===== src/rtl/alu_pkg.sv =====
// rtl/alu_pkg.sv - shared opcode constants and operand type for the ALU issue path
//
// Purpose : opcode encodings understood by the downstream 8-bit ALU, the ALU
//           data width, and the packed operand bundle {ctrl, x, y} that the
//           issue stage wraps together with a tag for its command FIFO.
// Ports   : none (package).
package alu_pkg;

   localparam int ALU_W  = 8;
   localparam int CTRL_W = 4;

   localparam logic [CTRL_W-1:0] OP_ADD = 4'd0;
   localparam logic [CTRL_W-1:0] OP_SUB = 4'd1;
   localparam logic [CTRL_W-1:0] OP_AND = 4'd2;
   localparam logic [CTRL_W-1:0] OP_OR  = 4'd3;
   localparam logic [CTRL_W-1:0] OP_NOT = 4'd4;
   localparam logic [CTRL_W-1:0] OP_XOR = 4'd5;
   localparam logic [CTRL_W-1:0] OP_NOR = 4'd6;
   localparam logic [CTRL_W-1:0] OP_SHL = 4'd7;
   localparam logic [CTRL_W-1:0] OP_SHR = 4'd8;
   localparam logic [CTRL_W-1:0] OP_ASR = 4'd9;
   localparam logic [CTRL_W-1:0] OP_ROL = 4'd10;
   localparam logic [CTRL_W-1:0] OP_ROR = 4'd11;
   localparam logic [CTRL_W-1:0] OP_EQ  = 4'd12;

   typedef struct packed {
      logic [CTRL_W-1:0] ctrl;
      logic [ALU_W-1:0]  x;
      logic [ALU_W-1:0]  y;
   } alu_op_t;

   localparam int OP_BITS = $bits(alu_op_t);

endpackage


===== src/rtl/alu_cmd_fifo.sv =====
// rtl/alu_cmd_fifo.sv - synchronous command FIFO for the ALU issue stage
//
// Purpose : DEPTH-entry first-word-fall-through FIFO; pop_data always shows
//           the head entry while not empty.
// Ports   : clk, reset     - clock, asynchronous active-high reset
//           push/push_data - write one entry (ignored while full)
//           pop/pop_data   - drop the head entry (ignored while empty)
//           full, empty    - occupancy flags
//           count          - number of stored entries, 0..DEPTH
module alu_cmd_fifo #(
   parameter int DEPTH = 4,
   parameter int W     = 24
) (
   input  logic                   clk,
   input  logic                   reset,
   input  logic                   push,
   input  logic [W-1:0]           push_data,
   input  logic                   pop,
   output logic [W-1:0]           pop_data,
   output logic                   full,
   output logic                   empty,
   output logic [$clog2(DEPTH):0] count
);

   localparam int PW = $clog2(DEPTH);

   logic [W-1:0]  mem [DEPTH];
   logic [PW-1:0] wr_ptr;
   logic [PW-1:0] rd_ptr;
   logic          do_push;
   logic          do_pop;

   assign full     = (count == (PW+1)'(DEPTH));
   assign empty    = (count == '0);
   assign do_push  = push && !full;
   assign do_pop   = pop && !empty;
   assign pop_data = mem[rd_ptr];

   // Storage carries no reset: entries are only observable once written.
   always_ff @(posedge clk) begin
      if (do_push) begin
         mem[wr_ptr] <= push_data;
      end
   end

   // Pointers are exactly PW bits wide, so the increment wraps modulo DEPTH.
   always_ff @(posedge clk or posedge reset) begin
      if (reset) begin
         wr_ptr <= '0;
         rd_ptr <= '0;
         count  <= '0;
      end else begin
         if (do_push) begin
            wr_ptr <= wr_ptr + 1'b1;
         end
         if (do_pop) begin
            rd_ptr <= rd_ptr + 1'b1;
         end
         case ({do_push, do_pop})
            2'b10:   count <= count + 1'b1;
            2'b01:   count <= count - 1'b1;
            default: count <= count;
         endcase
      end
   end

endmodule


===== src/rtl/alu_issue_stage.sv =====
// rtl/alu_issue_stage.sv - buffered, two-register issue stage in front of the combinational ALU
//
// Purpose : accepts tagged ALU commands, queues them, drives them onto
//           registered ALU operand lines (S1) and captures the ALU answer
//           one cycle later into a result register (S2) with backpressure.
// Ports   : clk, reset                       - clock, asynchronous active-high reset
//           cmd_valid/cmd_ready              - command handshake
//           cmd_ctrl, cmd_x, cmd_y, cmd_tag  - command payload
//           alu_ctrl, alu_x, alu_y           - registered operands to the ALU
//           alu_out, alu_carry               - combinational ALU answer
//           res_valid/res_ready              - result handshake
//           res_data, res_carry, res_zero, res_tag - captured result
//           fifo_count                       - command FIFO occupancy
module alu_issue_stage
   import alu_pkg::*;
#(
   parameter int DEPTH = 4,
   parameter int TAG_W = 4
) (
   input  logic                   clk,
   input  logic                   reset,
   input  logic                   cmd_valid,
   output logic                   cmd_ready,
   input  logic [CTRL_W-1:0]      cmd_ctrl,
   input  logic [ALU_W-1:0]       cmd_x,
   input  logic [ALU_W-1:0]       cmd_y,
   input  logic [TAG_W-1:0]       cmd_tag,
   output logic [CTRL_W-1:0]      alu_ctrl,
   output logic [ALU_W-1:0]       alu_x,
   output logic [ALU_W-1:0]       alu_y,
   input  logic [ALU_W-1:0]       alu_out,
   input  logic                   alu_carry,
   output logic                   res_valid,
   input  logic                   res_ready,
   output logic [ALU_W-1:0]       res_data,
   output logic                   res_carry,
   output logic                   res_zero,
   output logic [TAG_W-1:0]       res_tag,
   output logic [$clog2(DEPTH):0] fifo_count
);

   typedef struct packed {
      alu_op_t          op;
      logic [TAG_W-1:0] tag;
   } cmd_t;

   cmd_t             push_cmd;
   cmd_t             head;
   logic             fifo_full;
   logic             fifo_empty;
   logic             s1_v;
   logic [TAG_W-1:0] s1_tag;
   logic             s2_adv;
   logic             s1_free;
   logic             s1_load;

   assign push_cmd = {cmd_ctrl, cmd_x, cmd_y, cmd_tag};

   // Ready comes from occupancy alone, never from a same-cycle pop, so the
   // upstream handshake has no combinational path back from res_ready.
   assign cmd_ready = !fifo_full;

   assign s2_adv  = s1_v && (!res_valid || res_ready);
   assign s1_free = !s1_v || s2_adv;
   assign s1_load = s1_free && !fifo_empty;

   alu_cmd_fifo #(
      .DEPTH (DEPTH),
      .W     ($bits(cmd_t))
   ) u_fifo (
      .clk       (clk),
      .reset     (reset),
      .push      (cmd_valid && cmd_ready),
      .push_data (push_cmd),
      .pop       (s1_load),
      .pop_data  (head),
      .full      (fifo_full),
      .empty     (fifo_empty),
      .count     (fifo_count)
   );

   // S1: operands stay put while idle, only the valid bit drops.
   always_ff @(posedge clk or posedge reset) begin
      if (reset) begin
         s1_v     <= 1'b0;
         s1_tag   <= '0;
         alu_ctrl <= '0;
         alu_x    <= '0;
         alu_y    <= '0;
      end else if (s1_load) begin
         s1_v     <= 1'b1;
         s1_tag   <= head.tag;
         alu_ctrl <= head.op.ctrl;
         alu_x    <= head.op.x;
         alu_y    <= head.op.y;
      end else if (s1_free) begin
         s1_v     <= 1'b0;
      end
   end

   // S2: captures the ALU answer for the operands currently held in S1.
   always_ff @(posedge clk or posedge reset) begin
      if (reset) begin
         res_valid <= 1'b0;
         res_data  <= '0;
         res_carry <= 1'b0;
         res_zero  <= 1'b0;
         res_tag   <= '0;
      end else if (s2_adv) begin
         res_valid <= 1'b1;
         res_data  <= alu_out;
         res_carry <= alu_carry;
         res_zero  <= (alu_out == '0);
         res_tag   <= s1_tag;
      end else if (res_ready) begin
         res_valid <= 1'b0;
      end
   end

endmodule

===== config.mk =====
export PLATFORM = sky130hd
export DESIGN_NAME = alu_issue_stage
export DESIGN_NICKNAME = d
export VERILOG_FILES = /design/src/rtl/alu_pkg.sv /design/src/rtl/alu_cmd_fifo.sv /design/src/rtl/alu_issue_stage.sv
export SDC_FILE = /design/constraint.sdc
export NUM_CORES = 1
export LEC_CHECK = 0
export CORE_ASPECT_RATIO = 1.1
export CORE_MARGIN = 4
export CORE_UTILIZATION = 40
export CTS_CLUSTER_DIAMETER = 200
export DETAILED_ROUTE_END_ITERATION = 8
export PLACE_DENSITY = 0.65
export SYNTH_ARGS = -nofsm -noshare
export SYNTH_HDL_FRONTEND = slang
export SYNTH_SLANG_ARGS = --single-unit

===== constraint.sdc =====
create_clock -name clk -period 3.3 [get_ports clk]
set_input_delay 0.66 -clock clk [delete_from_list [all_inputs] [get_ports clk]]
set_output_delay 0.66 -clock clk [all_outputs]
set_load 0.05 [all_outputs]

==> run metrics <==
cell taking the most area after synthesis=edfxtp_1; detailed-route via count=2626; post-route antenna net violation count=0; DR iter-0 viols=between 100 and 150; initial core utilization=about two fifths; final hold violations=0; Filler cells=around 1100; PwrDens=roughly 1000 mW/mm2; wire per inst=between 15 and 20 um; gpl congestion=0.702; core area=~0.013 mm2; top-count cell post-synth=edfxtp_1; CTS max path bufs=2; Setup crit start kind=flop; leakage power=roughly 2.6 nW; measured slew at the worst slew-check pin=0.877 ns; global-route track usage on met2=a little over a fifth; main area contributors after synthesis=edfxtp_1, dfrtp_1, mux4_2; fmax=373 MHz; CTS Sinks=roughly 140; Post-CTS Setup Inserts=0; Post-CTS Hold Fix Bufs=0; Clk Tree Root Cell=clkbuf_16; initial antenna violation count=0; fin cells=around 540; clk_skew=around 0.0084 ns; DIE WIDTH=120 um; Slew Viols, Final=0; # DRC=0; CP endpoint kind=output pin; setup TNS=0 ns; async set-reset flop share out of synthesis=~33%; Crit Path Class=reg2out; CTS tree=built; top_reg_cell synth=edfxtp_1; fin crit share=roughly four fifths; H-tree levels=4; synthesized instance count=roughly 250; final instance area=between 0.007 and 0.008 mm2; Final setup viols=0; footprint of the multi-input gates=roughly 0.0013 mm2; final antenna diode count=0; final WL=9570 um; Register Area=a little over 0.004 mm2; IO Port Bufs=between 70 and 80; first-pass GRT wire length=15200 um; hpwl dp=5780 um; final hold slack=~0.5 ns; number of synthesized register bits=between 100 and 150; Peak VDD IR=roughly 450 uV; CP required=between 2 and 3 ns; gr ovfl total=0; Synth warnings=0; nets=between 300 and 400; clk slew on worst S/H paths=around 0.06 ns; Post-Place Cell Area=0.00645 mm2; post-CTS sizing=0; most frequent cells after synthesis=edfxtp_1, dfrtp_1, mux2_2, mux2_4, mux4_2; RSZ-0062 raised after global routing=no; largest net degree at the start of global routing=48; Worst-Skew Late Latency=slightly above 0.4 ns; Worst Hold Class=reg2reg; placed cell count=roughly 510; GRT Total Usage=about an eighth; M3 GR Usage=4.69%; r2r setup slk=between 1 and 1.5 ns; share of post-route cells with drive strength above 1=between 20% and 30%; gr busiest metal=met2; Final min period=2.68 ns; syn_nets=294; Top Ports=76; first drt pass iteration count=4; post-DR vias/cell=between 4 and 5; post-synthesis area per instance=around 22 um2; GR Util met1=15.8%; Crit Path Max Fanout=6; CTS Buf Count=17; MaxCap Viol Count=0; sequential area share after synthesis=roughly 74%; Max-slew headroom=about two fifths; vias in the first global route=between 2000 and 3000; library cells used by synthesis=30; Post-Syn Area=around 0.0055 mm2; Worst EP arrival=2.02 ns; Final Util=a little over half; Std-Cell Rows=44; P&R area growth vs syn=28.4%; Synth top area share=between 50% and 60%; Post-synth EDFFs=96; DIE AREA=about 0.016 mm2; Die Ht=about 130 um; status=complete, no violations
==> area by class of cell <==
| cell class | count | area share, % |
|---|---|---|
| flip-flops and latches | 143 | 57.5 |
| multi-input cells | 94 | 19.0 |
| repair buffers | 82 | 11.4 |
| clock buffers | 24 | 7.57 |
| well taps | 184 | 3.26 |
| clock inverters | 8 | 1.05 |
| inverters | 4 | 0.213 |
==> worst max-delay path, cell delays in order (launching register included) <==
cell,delay (ns)
dfrtp_1,0.45
or3b_4,0.45
clkdlybuf4s50_1,0.71
==> registers in the layout (all words and copies together) (netlist names) <==
| signal | count |
|---|---|
| u_fifo.mem | 96 |
| alu_x | 8 |
| alu_y | 8 |
| res_data | 8 |
| alu_ctrl | 4 |
| res_tag | 4 |
| s1_tag | 4 |
| u_fifo.count | 3 |
| u_fifo.rd_ptr | 2 |
| u_fifo.wr_ptr | 2 |
| res_carry | 1 |
| res_valid | 1 |
| res_zero | 1 |
| s1_v | 1 |
==> worst paths after layout <==
kind,from,end,cells past startpoint
setup / recovery,u_fifo.count[0],cmd_ready,2
max in group asynchronous,reset,u_fifo.rd_ptr[0],3
setup reg to reg,u_fifo.count[0],u_fifo.count[1],6
min in group asynchronous,reset,res_data[5],3
hold reg to reg,res_data[2],res_data[2],1
hold / removal,res_data[2],res_data[2],1
==> layout by cell type, fill, tap and decap left out, drive strengths merged <==
cell	Yosys	final
ha	5	5
fa	1	1
dfrtp	47	47
a21bo	1	1
or3b	1	1
nor3	1	1
and2	1	1
xor2	3	3
mux4	24	24
clkinvlp	0	2
nand4	1	1
clkdlybuf4s50	0	75
mux2	39	39
inv	4	5
buf	9	7
nor2	1	1
clkinv	0	4
clkbuf	1	24
bufinv	0	1
and3b	1	1
nor4	2	2
edfxtp	96	96
nand3b	1	1
nand2	2	2
nand2b	2	2
and3	4	4
xnor2	3	3
nor2b	1	1
==> where the power goes <==
part	switching (W)	leakage (nW)	internal, W
combinational	0.00139	0.893	0.00117
sequential	0.000295	1.42	0.00245
clock	0.000682	0.296	0.00120
==> routing by layer <==
layer	up-vias	wire (um)
met4	0	144
met2	76	4870
met3	12	547
met1	1369	4010
met5	-	0
li1	1169	-
==> kinds of logic after synthesis <==
family,share of synthesized area [%]
flip-flops,73.8
AO/OA/AOI/OAI,0.182
XOR/XNOR,0.956
adder cells (fa/ha/maj),1.50
AND/OR/NAND/NOR,2.18
multiplexers,19.5
buffers and inverters,1.91
==> metrics by stage <==
step,power [W],worst slack (ns)
after floorplan,0.00464,0.880
after global placement,0.00535,0.756
after detailed placement,0.00540,0.728
after CTS,0.00730,0.594
after global routing,0.00754,0.559
final,0.00719,0.621
(Power assumes the default switching activity.)
